## src/rtl/alu_op_issue.sv

```systemverilog
// rtl/alu_op_issue.sv - registered ALU issue stage: opcode-to-control mapping, pseudo-op operand rewrite, handshaked output
//
// Accepts decoded ops plus register read data and presents one registered
// ALU operation per cycle to the execute stage. Opcodes 0x8-0xF are consumed
// without being issued and are recorded in a sticky flag and a counter.
//
// Build option: ALU_OP_ISSUE_SKID_EN
//   defined   - output register plus one skid entry; in_ready comes only from
//               flop state, so out_ready has no combinational path to in_ready.
//   undefined - output register only; in_ready = !out_valid | out_ready.
//
// Ports:
//   clk, reset_n            clock, asynchronous active-low reset
//   flush                   synchronous clear of all held operations
//   in_valid / in_ready     upstream handshake
//   in_opcode, in_dest      decoded fields (4-bit opcode, DEST_W index)
//   in_operand1/2           16-bit register read data
//   out_valid / out_ready   downstream handshake
//   control                 3-bit ALU control code
//   operand1/2, dest        ALU operands and destination index
//   err_illegal             sticky illegal-opcode flag (reset only)
//   issue_count             output transfers, wraps at 2^CNT_W
//   illegal_count           illegal opcodes dropped, wraps at 2^CNT_W

module alu_op_issue #(
  parameter int DEST_W = 4,
  parameter int CNT_W  = 16
) (
  input  logic              clk,
  input  logic              reset_n,
  input  logic              flush,
  input  logic              in_valid,
  output logic              in_ready,
  input  logic [3:0]        in_opcode,
  input  logic [DEST_W-1:0] in_dest,
  input  logic [15:0]       in_operand1,
  input  logic [15:0]       in_operand2,
  output logic              out_valid,
  input  logic              out_ready,
  output logic [2:0]        control,
  output logic [15:0]       operand1,
  output logic [15:0]       operand2,
  output logic [DEST_W-1:0] dest,
  output logic              err_illegal,
  output logic [CNT_W-1:0]  issue_count,
  output logic [CNT_W-1:0]  illegal_count
);

  logic        dec_legal;
  logic [2:0]  dec_control;
  logic [15:0] dec_op1;
  logic [15:0] dec_op2;

  always_comb begin
    dec_legal   = 1'b1;
    dec_control = 3'b000;
    dec_op1     = in_operand1;
    dec_op2     = in_operand2;
    case (in_opcode)
      4'h0: dec_control = 3'b000;
      4'h1: dec_control = 3'b001;
      4'h2: dec_control = 3'b010;
      4'h3: dec_control = 3'b011;
      4'h4: dec_control = 3'b100;
      4'h5: dec_control = 3'b101;
      // MOV: OR with zero passes operand1 through
      4'h6: begin
        dec_control = 3'b100;
        dec_op2     = 16'h0000;
      end
      // CLR: XOR of a value with itself yields zero
      4'h7: begin
        dec_control = 3'b101;
        dec_op2     = in_operand1;
      end
      default: dec_legal = 1'b0;
    endcase
  end

  logic in_xfer;
  logic out_xfer;
  logic out_free;
  logic load_legal;
  logic drop_illegal;

  assign in_xfer      = in_valid & in_ready;
  assign out_xfer     = out_valid & out_ready;
  assign out_free     = !out_valid | out_ready;
  // Anything accepted during a flush cycle is discarded without side effects
  assign load_legal   = in_xfer & dec_legal & !flush;
  assign drop_illegal = in_xfer & !dec_legal & !flush;

`ifdef ALU_OP_ISSUE_SKID_EN
  logic              skid_valid;
  logic [2:0]        skid_control;
  logic [15:0]       skid_op1;
  logic [15:0]       skid_op2;
  logic [DEST_W-1:0] skid_dest;

  // Skid entry empty means one more op can be absorbed even if the output stalls
  assign in_ready = !skid_valid;
`else
  assign in_ready = out_free;
`endif

  always_ff @(posedge clk or negedge reset_n) begin
    if (!reset_n) begin
      out_valid    <= 1'b0;
      control      <= 3'b000;
      operand1     <= 16'h0000;
      operand2     <= 16'h0000;
      dest         <= '0;
`ifdef ALU_OP_ISSUE_SKID_EN
      skid_valid   <= 1'b0;
      skid_control <= 3'b000;
      skid_op1     <= 16'h0000;
      skid_op2     <= 16'h0000;
      skid_dest    <= '0;
`endif
    end else if (flush) begin
      out_valid  <= 1'b0;
      control    <= 3'b000;
      operand1   <= 16'h0000;
      operand2   <= 16'h0000;
      dest       <= '0;
`ifdef ALU_OP_ISSUE_SKID_EN
      skid_valid <= 1'b0;
`endif
    end else begin
`ifdef ALU_OP_ISSUE_SKID_EN
      if (out_free) begin
        // The skid entry is always older than the incoming op; in_ready is
        // low whenever it is occupied, so no new op competes with it here.
        if (skid_valid) begin
          out_valid  <= 1'b1;
          control    <= skid_control;
          operand1   <= skid_op1;
          operand2   <= skid_op2;
          dest       <= skid_dest;
          skid_valid <= 1'b0;
        end else if (load_legal) begin
          out_valid <= 1'b1;
          control   <= dec_control;
          operand1  <= dec_op1;
          operand2  <= dec_op2;
          dest      <= in_dest;
        end else begin
          out_valid <= 1'b0;
        end
      end else if (load_legal) begin
        skid_valid   <= 1'b1;
        skid_control <= dec_control;
        skid_op1     <= dec_op1;
        skid_op2     <= dec_op2;
        skid_dest    <= in_dest;
      end
`else
      if (out_free) begin
        if (load_legal) begin
          out_valid <= 1'b1;
          control   <= dec_control;
          operand1  <= dec_op1;
          operand2  <= dec_op2;
          dest      <= in_dest;
        end else begin
          out_valid <= 1'b0;
        end
      end
`endif
    end
  end

  // Status is deliberately outside the flush domain: only reset clears it.
  // An output transfer in a flush cycle still happened, so it is counted.
  always_ff @(posedge clk or negedge reset_n) begin
    if (!reset_n) begin
      err_illegal   <= 1'b0;
      issue_count   <= '0;
      illegal_count <= '0;
    end else begin
      if (out_xfer) begin
        issue_count <= issue_count + {{(CNT_W-1){1'b0}}, 1'b1};
      end
      if (drop_illegal) begin
        err_illegal   <= 1'b1;
        illegal_count <= illegal_count + {{(CNT_W-1){1'b0}}, 1'b1};
      end
    end
  end

endmodule

```

## config.mk

```make
export PLATFORM = sky130hd
export DESIGN_NAME = alu_op_issue
export DESIGN_NICKNAME = d
export VERILOG_FILES = /design/src/rtl/alu_op_issue.sv
export SDC_FILE = /design/constraint.sdc
export NUM_CORES = 1
export LEC_CHECK = 0
export ABC_AREA = 1
export CAP_MARGIN = 20
export CORE_MARGIN = 10
export CORE_UTILIZATION = 30
export CTS_CLUSTER_DIAMETER = 40
export CTS_CLUSTER_SIZE = 10
export DETAILED_ROUTE_END_ITERATION = 10
export GPL_TIMING_DRIVEN = 0
export RECOVER_POWER = 50
export SLEW_MARGIN = 25
export SYNTH_ARGS = -nofsm -noshare
export SYNTH_HDL_FRONTEND = slang
export SYNTH_SLANG_ARGS = --single-unit
export TNS_END_PERCENT = 50
```

## constraint.sdc

```tcl
create_clock -name clk -period 1.5 [get_ports clk]
set_input_delay 0.375 -clock clk [delete_from_list [all_inputs] [get_ports clk]]
set_output_delay 0.375 -clock clk [all_outputs]
set_load 0.01 [all_outputs]
```

==> results of run 1 <==
==> registers in the layout, summed over array words and instances (netlist names) <==
| signal | count |
|---|---|
| operand1 | 16 |
| issue_count | 16 |
| operand2 | 16 |
| control | 3 |
| dest | 4 |
| err_illegal | 1 |
| out_valid | 1 |
| illegal_count | 16 |
==> report_power, final <==
part / internal [mW] / switching, mW / total (mW)
Sequential: 2.14 / 0.176 / 2.32
Clock: 1.44 / 0.825 / 2.27
Combinational: 0.462 / 0.462 / 0.925
==> final timing paths <==
kind,start,endpoint,cells past startpoint
worst max-delay path,out_valid$_DFFE_PN0P_,out_valid,1
worst min-delay path,err_illegal$_DFFE_PN0P_,err_illegal$_DFFE_PN0P_,1
worst max register to register,out_valid$_DFFE_PN0P_,err_illegal$_DFFE_PN0P_,7
worst min register to register,err_illegal$_DFFE_PN0P_,err_illegal$_DFFE_PN0P_,1
max in group asynchronous,reset_n,illegal_count[0]$_DFFE_PN0P_,3
min in group asynchronous,reset_n,dest[3]$_DFFE_PN0P_,2
==> layout make-up <==
class | instances | share of cell area, %
diodes | 1 | 0.0479
plain buffers | 10 | 1.56
clock buffers | 9 | 4.31
clock inverters | 6 | 1.60
inverters | 70 | 5.03
multi-input cells | 270 | 26.1
flip-flops and latches | 73 | 35.1
well taps | 143 | 3.42
repair buffers | 132 | 22.8
==> cells by family after synthesis <==
logic type                 share of synthesized area [%]
and+or+nand+nor                                     26.7
adders and majority gates                          0.716
DFF                                                 52.3
AOI/OAI and AO/OA                                   5.98
buffers and inverters                               9.53
xor gates and xnor gates                            4.77
==> through the flow <==
step           utilization [%]  instances  TNS (ns)
2_1_floorplan                -        423         0
3_3_place_gp              42.5        684   -213.31
3_5_place_dp              42.7        685    -23.16
4_1_cts                   45.0        703   -0.0398
5_1_grt                   45.7        713  -0.00713
6_report                  45.8        714         0
==> timing repair <==
item,4_1_cts,5_1_grt
hold buffers,1,0
resized for setup,89,12
buffers inserted,2,10
endpoints found under the hold margin,27,0
pin swaps,1,5
endpoints found under the setup margin,113,25
==> cells in the mapped netlist, types with 2 or more instances <==
master    number
buf_2          5
buf_6          3
dfrtp_1       73
ha_1           2
inv_1         69
nand2_1      150
nand2_2        2
nand3_1       15
nand3b_1       2
nand4_1        6
nor2_1        21
nor2_2         4
nor2_4         2
nor3_1         4
o21ai_0       19
o22ai_1       16
xnor2_1        8
xor2_1        11
==> worst reg2reg max path, delay by kind of cell (launching register included) <==
family                 cells  cell delay [ns]
DFF                        1             0.41
buffers and inverters      3             0.44
and+or+nand+nor            4             0.47
==> metal layers <==
| metal | up-vias | part of all wire [%] | track usage, % |
|---|---|---|---|
| li1 | 1590 | - | - |
| met5 | - | 0 | 0 |
| met3 | 18 | 5.5 | 3.43 |
| met1 | 1498 | 42 | 15.3 |
| met4 | 0 | 3.2 | 7.35 |
| met2 | 80 | 49 | 21.8 |
==> summary.md, run 1 <==
| Metric | Value |
|---|---|
| Die H | `about 130 µm` |
| Crit end category | `primary output` |
| Worst slew pin tran | `0.439 ns` |
| WP buf/inv | `1` |
| Die area | `16400 µm²` |
| Outcome | `finished, final reports clean` |
| Final WS setup | `0.0464 ns` |
| Syn Inst Count | `423` |
| Antenna violations before repair | `1` |
| H-Tree Depth | `3` |
| Endpoints failing setup | `0` |
| PwrDens | `1050 nW/µm²` |
| Max-slew violation count | `0` |
| EDFF count, synth | `0` |
| Syn_nets | `470` |
| CTS buffer count | `9` |
| Final HPWL DP | `7970 µm` |
| Core area | `11400 µm²` |
| Crit path max-delay family | `flip-flops` |
| CP Cell Sequence | `dlygate4sd2_1` |
| Clk_skew | `between 0.004 and 0.005 ns` |
| Synthesized flop and latch total | `73` |
| Tot GR Track Use | `a little over an eighth` |
| Async set or reset register ratio after synthesis | `100%` |
| Overflow after GRT | `0` |
| Crit path DAT | `1.08 ns` |
| Ranking of synthesized cells by area | `dfrtp_1 (52%), nand2_1 (16%), inv_1 (7.4%)` |
| Leading cell type in the layout, fill and taps excluded | `nand2_1` |
| Slowest stage delay, CP | `0.44 ns` |
| Vias in the first global route | `3292` |
| Min-delay worst type | `flop to flop` |
| Fraction of layout cells with a size suffix above 1 | `between 10% and 20%` |
| Crit path time final | `1.45 ns` |
| Power, Total | `5.51 mW` |
| NumNets Final | `613` |
| Largest net degree at the start of global routing | `47` |
| Final period utilization | `96.9%` |
| Routability Congestion | `approximately 0.82` |
| Worst skew pair latency | `0.33 ns` |
| Area share of the largest cell type after synthesis | `52.3%` |
| Sink Count | `73` |
| First-pass GRT wire length | `17200 µm` |
| Antenna Nets Post-Route | `0` |
| Biggest area consumer among synthesized cells | `dfrtp_1` |
| Final Instance Area | `around 5200 µm²` |
| Placed Area | `roughly 5000 µm²` |
| Fmax | `688 MHz` |
| Die X | `128 µm` |
| Max_slew headroom | `70.7%` |
| Ys Warns | `0` |
| Most frequent cells in the layout | `nand2_1 (149), dlygate4sd2_1 (76), inv_1 (68)` |
| Crit-path max FO | `5` |
| CTS tree | `built` |
| First-pass DRT Iterations | `4` |
| Synthesized area | `3490 µm²` |
| Critical Path Start Type | `flop` |
| MaxCap Viol Count | `0` |
| Layout area overhead | `49.6%` |
| Leakage Power | `around 2.9 nW` |
| Root buffer cell | `clkbuf_16` |
| # DRC | `0` |
| Sequential area share after synthesis | `a little over half` |
| Ports | `119` |
| Final hold slack | `0.459 ns` |
| WP data required | `about 1.1 ns` |
| Total number of vias | `approximately 3200` |
| Port Buffers | `118` |
| DR iter-0 viols | `about 220` |
| Crit path max-delay cell type | `dfrtp_2` |
| Avg Inst Size Synth | `8.26 µm²` |
| Initial core utilization | `a little under a third` |
| Vias per cell | `roughly 4.5` |
| Area of the multi-input gates | `1370 µm²` |
| # fillers | `1181` |
| Wirelength per Cell | `14.8 µm` |
| Setup CP Type | `flop to primary output` |
| Sequential Area | `1830 µm²` |
| R2r setup slk | `about 0.06 ns` |
| Distinct cell type count after synthesis | `29` |
| Clock-pin slew on the worst setup and hold paths | `0.06 ns` |
| CTS max path bufs | `2` |
| Dominant synthesized flop cell | `dfrtp_1` |
| Final wirelength | `10500 µm` |
| VDD IR max | `~0.74 mV` |
| Place WS | `-0.543 ns` |
| Rows | `39` |
| Final hold violations | `0` |
No activity file was read; power rests on OpenSTA's default activity.
==> inputs of run 2 (changes only) <==
--- a/config.mk
+++ b/config.mk
@@ -13,6 +13,7 @@
 export CTS_CLUSTER_SIZE = 10
 export DETAILED_ROUTE_END_ITERATION = 10
 export GPL_TIMING_DRIVEN = 0
+export HOLD_SLACK_MARGIN = 0.06
 export RECOVER_POWER = 50
 export SLEW_MARGIN = 25
 export SYNTH_ARGS = -nofsm -noshare
==> results of run 2 <==
Same layout as run 1: the final DEF is identical, and so are final timing and power.
